===== config.mk =====
export PLATFORM = sky130hd
export DESIGN_NAME = bp_cfg_loader
export DESIGN_NICKNAME = d
export VERILOG_FILES = /design/src/rtl/bp_cfg_loader_pkg.sv /design/src/rtl/bp_cfg_loader_counter.sv /design/src/rtl/bp_cfg_loader.sv
export SDC_FILE = /design/constraint.sdc
export NUM_CORES = 1
export LEC_CHECK = 0
export ABC_CLOCK_PERIOD_IN_PS = 5160
export BUFFER_PORTS_ARGS = -buffer_cell sky130_fd_sc_hd__buf_2
export CORE_MARGIN = 10
export CORE_UTILIZATION = 25
export DETAILED_ROUTE_END_ITERATION = 16
export GPL_TIMING_DRIVEN = 0
export SYNTH_ARGS = -nofsm -noshare
export SYNTH_HDL_FRONTEND = slang
export SYNTH_SLANG_ARGS = --single-unit

===== constraint.sdc =====
create_clock -name clk_i -period 5.16 [get_ports clk_i]
set_clock_uncertainty 0.2 [all_clocks]
set_input_delay 0.258 -clock clk_i [delete_from_list [all_inputs] [get_ports clk_i]]
set_output_delay 0.258 -clock clk_i [all_outputs]
set_load 0.01 [all_outputs]

===== src/rtl/bp_cfg_loader_pkg.sv =====
// Shared types and width helpers for the boot-time configuration loader.
package bp_cfg_loader_pkg;

  typedef enum logic [2:0] {
    e_idle  = 3'd0,
    e_fetch = 3'd1,
    e_send  = 3'd2,
    e_wait  = 3'd3,
    e_done  = 3'd4
  } bp_cfg_loader_state_e;

  typedef enum logic {
    e_phase_write = 1'b0,
    e_phase_read  = 1'b1
  } bp_cfg_phase_e;

  // Index width that never collapses to zero bits for single-element ranges.
  function automatic int lg_f(input int n);
    return (n <= 1) ? 1 : $clog2(n);
  endfunction

endpackage


===== src/rtl/bp_cfg_loader_counter.sv =====
// Clearable up-counter that wraps to zero after max_val_p.
module bp_cfg_loader_counter #(
  parameter int max_val_p = 1,
  parameter int width_p   = 1
) (
  input  logic               clk_i,
  input  logic               reset_n_i,
  input  logic               clear_i,
  input  logic               up_i,
  output logic [width_p-1:0] count_o
);

  localparam logic [width_p-1:0] max_lp = width_p'(max_val_p);

  always_ff @(posedge clk_i or negedge reset_n_i) begin
    if (!reset_n_i)
      count_o <= '0;
    else if (clear_i)
      count_o <= '0;
    else if (up_i)
      count_o <= (count_o == max_lp) ? '0 : count_o + 1'b1;
  end

endmodule


===== src/rtl/bp_cfg_loader.sv =====
// Boot-time config master: writes every table entry to every core, then reads
// each back and records the first mismatch.
//
// state   | meaning
// e_idle  | waiting for start_i after reset
// e_fetch | table index on rom_addr_o, entry captured at end of cycle
// e_send  | command valid, held until cfg_ready_i
// e_wait  | waiting for the single outstanding response
// e_done  | all writes and reads complete, done_o held
module bp_cfg_loader
  import bp_cfg_loader_pkg::*;
#(
  parameter int num_core_p       = 1,
  parameter int table_els_p      = 8,
  parameter int cfg_addr_width_p = 16,
  parameter int cfg_data_width_p = 64,
  parameter int lg_num_core_lp   = lg_f(num_core_p),
  parameter int lg_table_els_lp  = lg_f(table_els_p)
) (
  input  logic                                     clk_i,
  input  logic                                     reset_n_i,
  input  logic                                     start_i,
  output logic [lg_table_els_lp-1:0]               rom_addr_o,
  input  logic [cfg_addr_width_p+cfg_data_width_p-1:0] rom_data_i,
  output logic                                     cfg_v_o,
  output logic                                     cfg_w_o,
  output logic [lg_num_core_lp-1:0]                cfg_core_o,
  output logic [cfg_addr_width_p-1:0]              cfg_addr_o,
  output logic [cfg_data_width_p-1:0]              cfg_data_o,
  input  logic                                     cfg_ready_i,
  input  logic                                     cfg_resp_v_i,
  input  logic [cfg_data_width_p-1:0]              cfg_resp_data_i,
  output logic                                     cfg_resp_ready_o,
  output logic                                     busy_o,
  output logic                                     done_o,
  output logic                                     error_o,
  output logic [lg_num_core_lp-1:0]                err_core_o,
  output logic [lg_table_els_lp-1:0]               err_idx_o
);

  bp_cfg_loader_state_e              state_r;
  bp_cfg_phase_e                     phase_r;
  logic [cfg_addr_width_p-1:0]       entry_addr_r;
  logic [cfg_data_width_p-1:0]       entry_data_r;
  logic [lg_table_els_lp-1:0]        idx_r;
  logic [lg_num_core_lp-1:0]         core_r;
  logic                              start_ok;
  logic                              resp_fire;
  logic                              idx_last;
  logic                              core_last;

  assign start_ok  = start_i & ((state_r == e_idle) | (state_r == e_done));
  assign resp_fire = (state_r == e_wait) & cfg_resp_v_i;
  assign idx_last  = (idx_r == lg_table_els_lp'(table_els_p - 1));
  assign core_last = (core_r == lg_num_core_lp'(num_core_p - 1));

  bp_cfg_loader_counter #(
    .max_val_p (table_els_p - 1),
    .width_p   (lg_table_els_lp)
  ) idx_cnt (
    .clk_i     (clk_i),
    .reset_n_i (reset_n_i),
    .clear_i   (start_ok),
    .up_i      (resp_fire),
    .count_o   (idx_r)
  );

  bp_cfg_loader_counter #(
    .max_val_p (num_core_p - 1),
    .width_p   (lg_num_core_lp)
  ) core_cnt (
    .clk_i     (clk_i),
    .reset_n_i (reset_n_i),
    .clear_i   (start_ok),
    .up_i      (resp_fire & idx_last),
    .count_o   (core_r)
  );

  assign rom_addr_o = idx_r;
  assign cfg_core_o = core_r;
  assign cfg_addr_o = entry_addr_r;
  assign cfg_data_o = entry_data_r;

  always_ff @(posedge clk_i or negedge reset_n_i) begin
    if (!reset_n_i) begin
      state_r          <= e_idle;
      phase_r          <= e_phase_write;
      entry_addr_r     <= '0;
      entry_data_r     <= '0;
      cfg_v_o          <= 1'b0;
      cfg_w_o          <= 1'b0;
      cfg_resp_ready_o <= 1'b0;
      busy_o           <= 1'b0;
      done_o           <= 1'b0;
      error_o          <= 1'b0;
      err_core_o       <= '0;
      err_idx_o        <= '0;
    end else begin
      case (state_r)
        e_idle, e_done: begin
          if (start_i) begin
            state_r    <= e_fetch;
            phase_r    <= e_phase_write;
            busy_o     <= 1'b1;
            done_o     <= 1'b0;
            error_o    <= 1'b0;
            err_core_o <= '0;
            err_idx_o  <= '0;
          end
        end
        e_fetch: begin
          {entry_addr_r, entry_data_r} <= rom_data_i;
          cfg_v_o <= 1'b1;
          cfg_w_o <= (phase_r == e_phase_write);
          state_r <= e_send;
        end
        e_send: begin
          if (cfg_ready_i) begin
            cfg_v_o          <= 1'b0;
            cfg_w_o          <= 1'b0;
            cfg_resp_ready_o <= 1'b1;
            state_r          <= e_wait;
          end
        end
        e_wait: begin
          if (cfg_resp_v_i) begin
            cfg_resp_ready_o <= 1'b0;
            // Only the first mismatch of a run is recorded.
            if ((phase_r == e_phase_read) && (cfg_resp_data_i != entry_data_r) && !error_o) begin
              error_o    <= 1'b1;
              err_core_o <= core_r;
              err_idx_o  <= idx_r;
            end
            if (idx_last && core_last) begin
              if (phase_r == e_phase_write) begin
                phase_r <= e_phase_read;
                state_r <= e_fetch;
              end else begin
                state_r <= e_done;
                busy_o  <= 1'b0;
                done_o  <= 1'b1;
              end
            end else begin
              state_r <= e_fetch;
            end
          end
        end
        default: begin
          state_r <= e_idle;
          busy_o  <= 1'b0;
        end
      endcase
    end
  end

endmodule


==> flow_metrics.py <==
metrics = {
    "run_status": {
        "status": "complete, no violations",
    },
    "worst_setup_path": {
        "critPathLaunch": "cfg_data_o[58]$_DFFE_PN0P_",
        "crit_type": "reg2reg",
        "cp_data_arrival_time_ns": 2.88,
        "required_ns": 5.17,
        "cp_max_fo": 4,
        "end_kind": "flop",
        "cp-start-kind": "flop",
        "r2r_start": "cfg_data_o[58]$_DFFE_PN0P_",
    },
    "clock_network": {
        "cts_max_level": 3,
        "path_clk_slew_ns": 0.07,
        "postCtsHoldBufs": 81,
        "cts_root_buf": "clkbuf_16",
        "tritoncts": "built",
        "clk_path_buf_depth": 2,
        "cts_resized": 0,
        "cts_sinks": 96,
        "cts_buffers": 9,
        "post-cts-setup-buffer-count": 0,
        "insertion_delay_ns": 0.35,
    },
    "power_and_ir_drop": {
        "leakage_nw": 3.44,
        "vdd_drop_max_v": 0.000259,
        "powerDensity_nw_per_um2": 553,
    },
    "yosys": {
        "synth_ff_type": "dfrtp_1",
        "yosysWarnings": 0,
        "syn_inst": 341,
        "ys_top_cells_by_area": "dfrtp_1 (53%), mux2_2 (18%), xor2_1 (12%)",
        "ys_seq_elements": 96,
        "avgSynthCellArea_um2": 13.3,
        "synth_cell_types": 33,
        "netlist_area_um2": 4530,
        "synth_largest_area_cell": "dfrtp_1",
        "async_flop_share_pct": 100,
        "synth-edff-count": 0,
        "ys_seq_area_share_pct": 53.0,
        "yosys.area.top_type_share_pct": 53.0,
    },
    "final_layout": {
        "syn_to_final_growth_pct": 58.5,
        "num-fill-cells": 1755,
        "diodes": 0,
        "drive_above_1_share_pct": 51.3,
        "final_nets": 826,
    },
    "die": {
        "fp-row-count": 49,
        "die_w_um": 155,
        "die_h_um": 155,
        "dieArea_um2": 23900,
        "core_um2": 17900,
        "initial_core_util_pct": 25.3,
        "ios": 243,
    },
    "global_route": {
        "overflow": 0,
        "use_met3_pct": 4.49,
        "met1_usage_pct": 14.6,
        "antenna_found_initial": 1,
        "groute.usage.overall_pct": 13.2,
        "grt_max_degree": 51,
        "grt-busiest-layer": "met2",
        "grt_pass1_vias": 4335,
        "grt_pass1_wl_mm": 24.8,
        "use_met2_pct": 23.2,
    },
    "timing": {
        "post-route-min-period_ns": 2.87,
        "fin_crit_sh_pct": 55.7,
        "drv_slew": 0,
        "finalHoldViolCount": 0,
        "worstMarginPinSlew_ns": 1.11,
        "whs_ns": 0.0486,
        "setup-violations-final": 0,
        "grt_setup_unrepaired": "false",
        "finalSetupTns_ns": 0,
        "fmax_mhz": 348,
        "relSlewSlack_pct": 25.6,
    },
    "detailed_routing": {
        "dr.pass1.iters": 7,
        "first_iter_violations": 155,
        "wl_per_cell_um": 17.7,
        "antenna_left": 0,
        "drc": 0,
        "via_count": 3887,
        "wirelength_mm": 16.1,
        "avgViaCountPerCell": 4.28,
    },
    "placed_design": {
        "gp_congestion": 0.776,
        "hpwlAfterDp_mm": 12.3,
        "io_buffers": 240,
    },
    "min_path": {
        "hold_class": "in2reg",
        "hold_start": "cfg_resp_v_i",
    },
    "job": {
        "drv_cap": 0,
    },
}
area by class of cell:
| cell class | instances | area (um2) | area share, % |
|---|---|---|---|
| Buffer | 13 | 131 | 1.83 |
| Clock buffer | 11 | 253 | 3.52 |
| Clock inverter | 5 | 63.8 | 0.889 |
| Inverter | 6 | 22.5 | 0.314 |
| Multi-Input combinational cell | 227 | 1980 | 27.6 |
| Sequential cell | 96 | 2400 | 33.5 |
| Tap cell | 229 | 287 | 3.99 |
| Timing Repair Buffer | 322 | 2040 | 28.4 |
cell usage in the layout, fill, tap and decap left out, types with 2 or more instances in the layout:
master and n:
nor2_1 12, nand2_1 8, nor4_1 16, ha_1 2
dfrtp_1 96, conb_1 2, xor2_1 64, nor4_2 2
clkbuf_8 2, clkbuf_16 9, buf_6 9, mux2i_1 4
nand4_1 4, buf_2 239, nor3_1 3, mux2_2 73
mux2_1 7, a21oi_1 8, nand3_1 3, inv_1 6
clkinv_4 2, o21ai_0 5, buf_4 5, dlygate4sd3_1 81
power breakdown:
part	internal [mW]	switching, mW	total (mW)
sequential	1.13	0.332	1.47
clock	0.406	0.302	0.708
combinational	0.932	0.864	1.80
stage by stage:
step           setup slack, ns  instance area, um2  utilization (%)  power [mW]  cells
2_1_floorplan             3.30                4530                -        2.50    342
3_3_place_gp              2.29                6020             33.6        3.23    811
3_5_place_dp              2.24                6050             33.8        3.27    812
4_1_cts                   2.24                7180             40.1        4.05    909
5_1_grt                   2.07                7180             40.1        4.26    909
6_report                  2.29                7180             40.1        3.97    909
cells in the mapped netlist (all sizes together), types with 2 or more instances:
master / instances
nor2: 12
nor4: 18
mux2i: 4
buf: 13
inv: 6
nand2: 8
o21ai: 5
xor2: 64
ha: 2
a21oi: 8
nor3: 4
nand3: 3
dfrtp: 96
mux2: 80
nand4: 4
path summary, 6_finish.rpt:
check                                                to  slack (ns)  depth (start not counted)
setup reg to reg               err_idx_o[2]$_DFFE_PN0P_        2.29                          6
setup / recovery               err_idx_o[2]$_DFFE_PN0P_        2.29                          6
hold reg to reg               cfg_addr_o[5]$_DFFE_PN0P_        0.30                          1
hold / removal             cfg_resp_ready_o$_DFFE_PN0P_        0.05                          4
min in group asynchronous    cfg_addr_o[14]$_DFFE_PN0P_        0.30                          2
max in group asynchronous        state_r[2]$_DFFE_PN0P_        3.76                          3
metal layers:
layer	vias to the layer above	routed length [um]
li1	1866	-
met1	1871	6380
met2	131	8250
met3	17	1170
met4	2	241
met5	-	13
state kept, by name, indices dropped and copies added, names as in the netlist:
| name | flops |
|---|---|
| idx_cnt.count_o | 3 |
| state_r | 3 |
| cfg_addr_o | 16 |
| err_idx_o | 3 |
| error_o | 1 |
| cfg_w_o | 1 |
| cfg_data_o | 64 |
| cfg_resp_ready_o | 1 |
| busy_o | 1 |
| cfg_v_o | 1 |
| done_o | 1 |
| phase_r | 1 |
cells by family after synthesis:
group / share of synthesized area (%)
and+or+nand+nor: 6.60
xor gates and xnor gates: 12.4
muxes: 20.8
adders and majority gates: 0.552
AOI/OAI and AO/OA: 3.20
DFF: 53.0
other: 0.0828
buffers and inverters: 3.40
critical path, stage by stage (launching register included):
cell and delay [ns]:
dfrtp_1 0.40, xor2_1 0.16, nor4_1 0.94, nand4_1 0.33, nor4_2 0.41, nor4_2 0.14, mux2i_1 0.15
(Power assumes the default switching activity.)
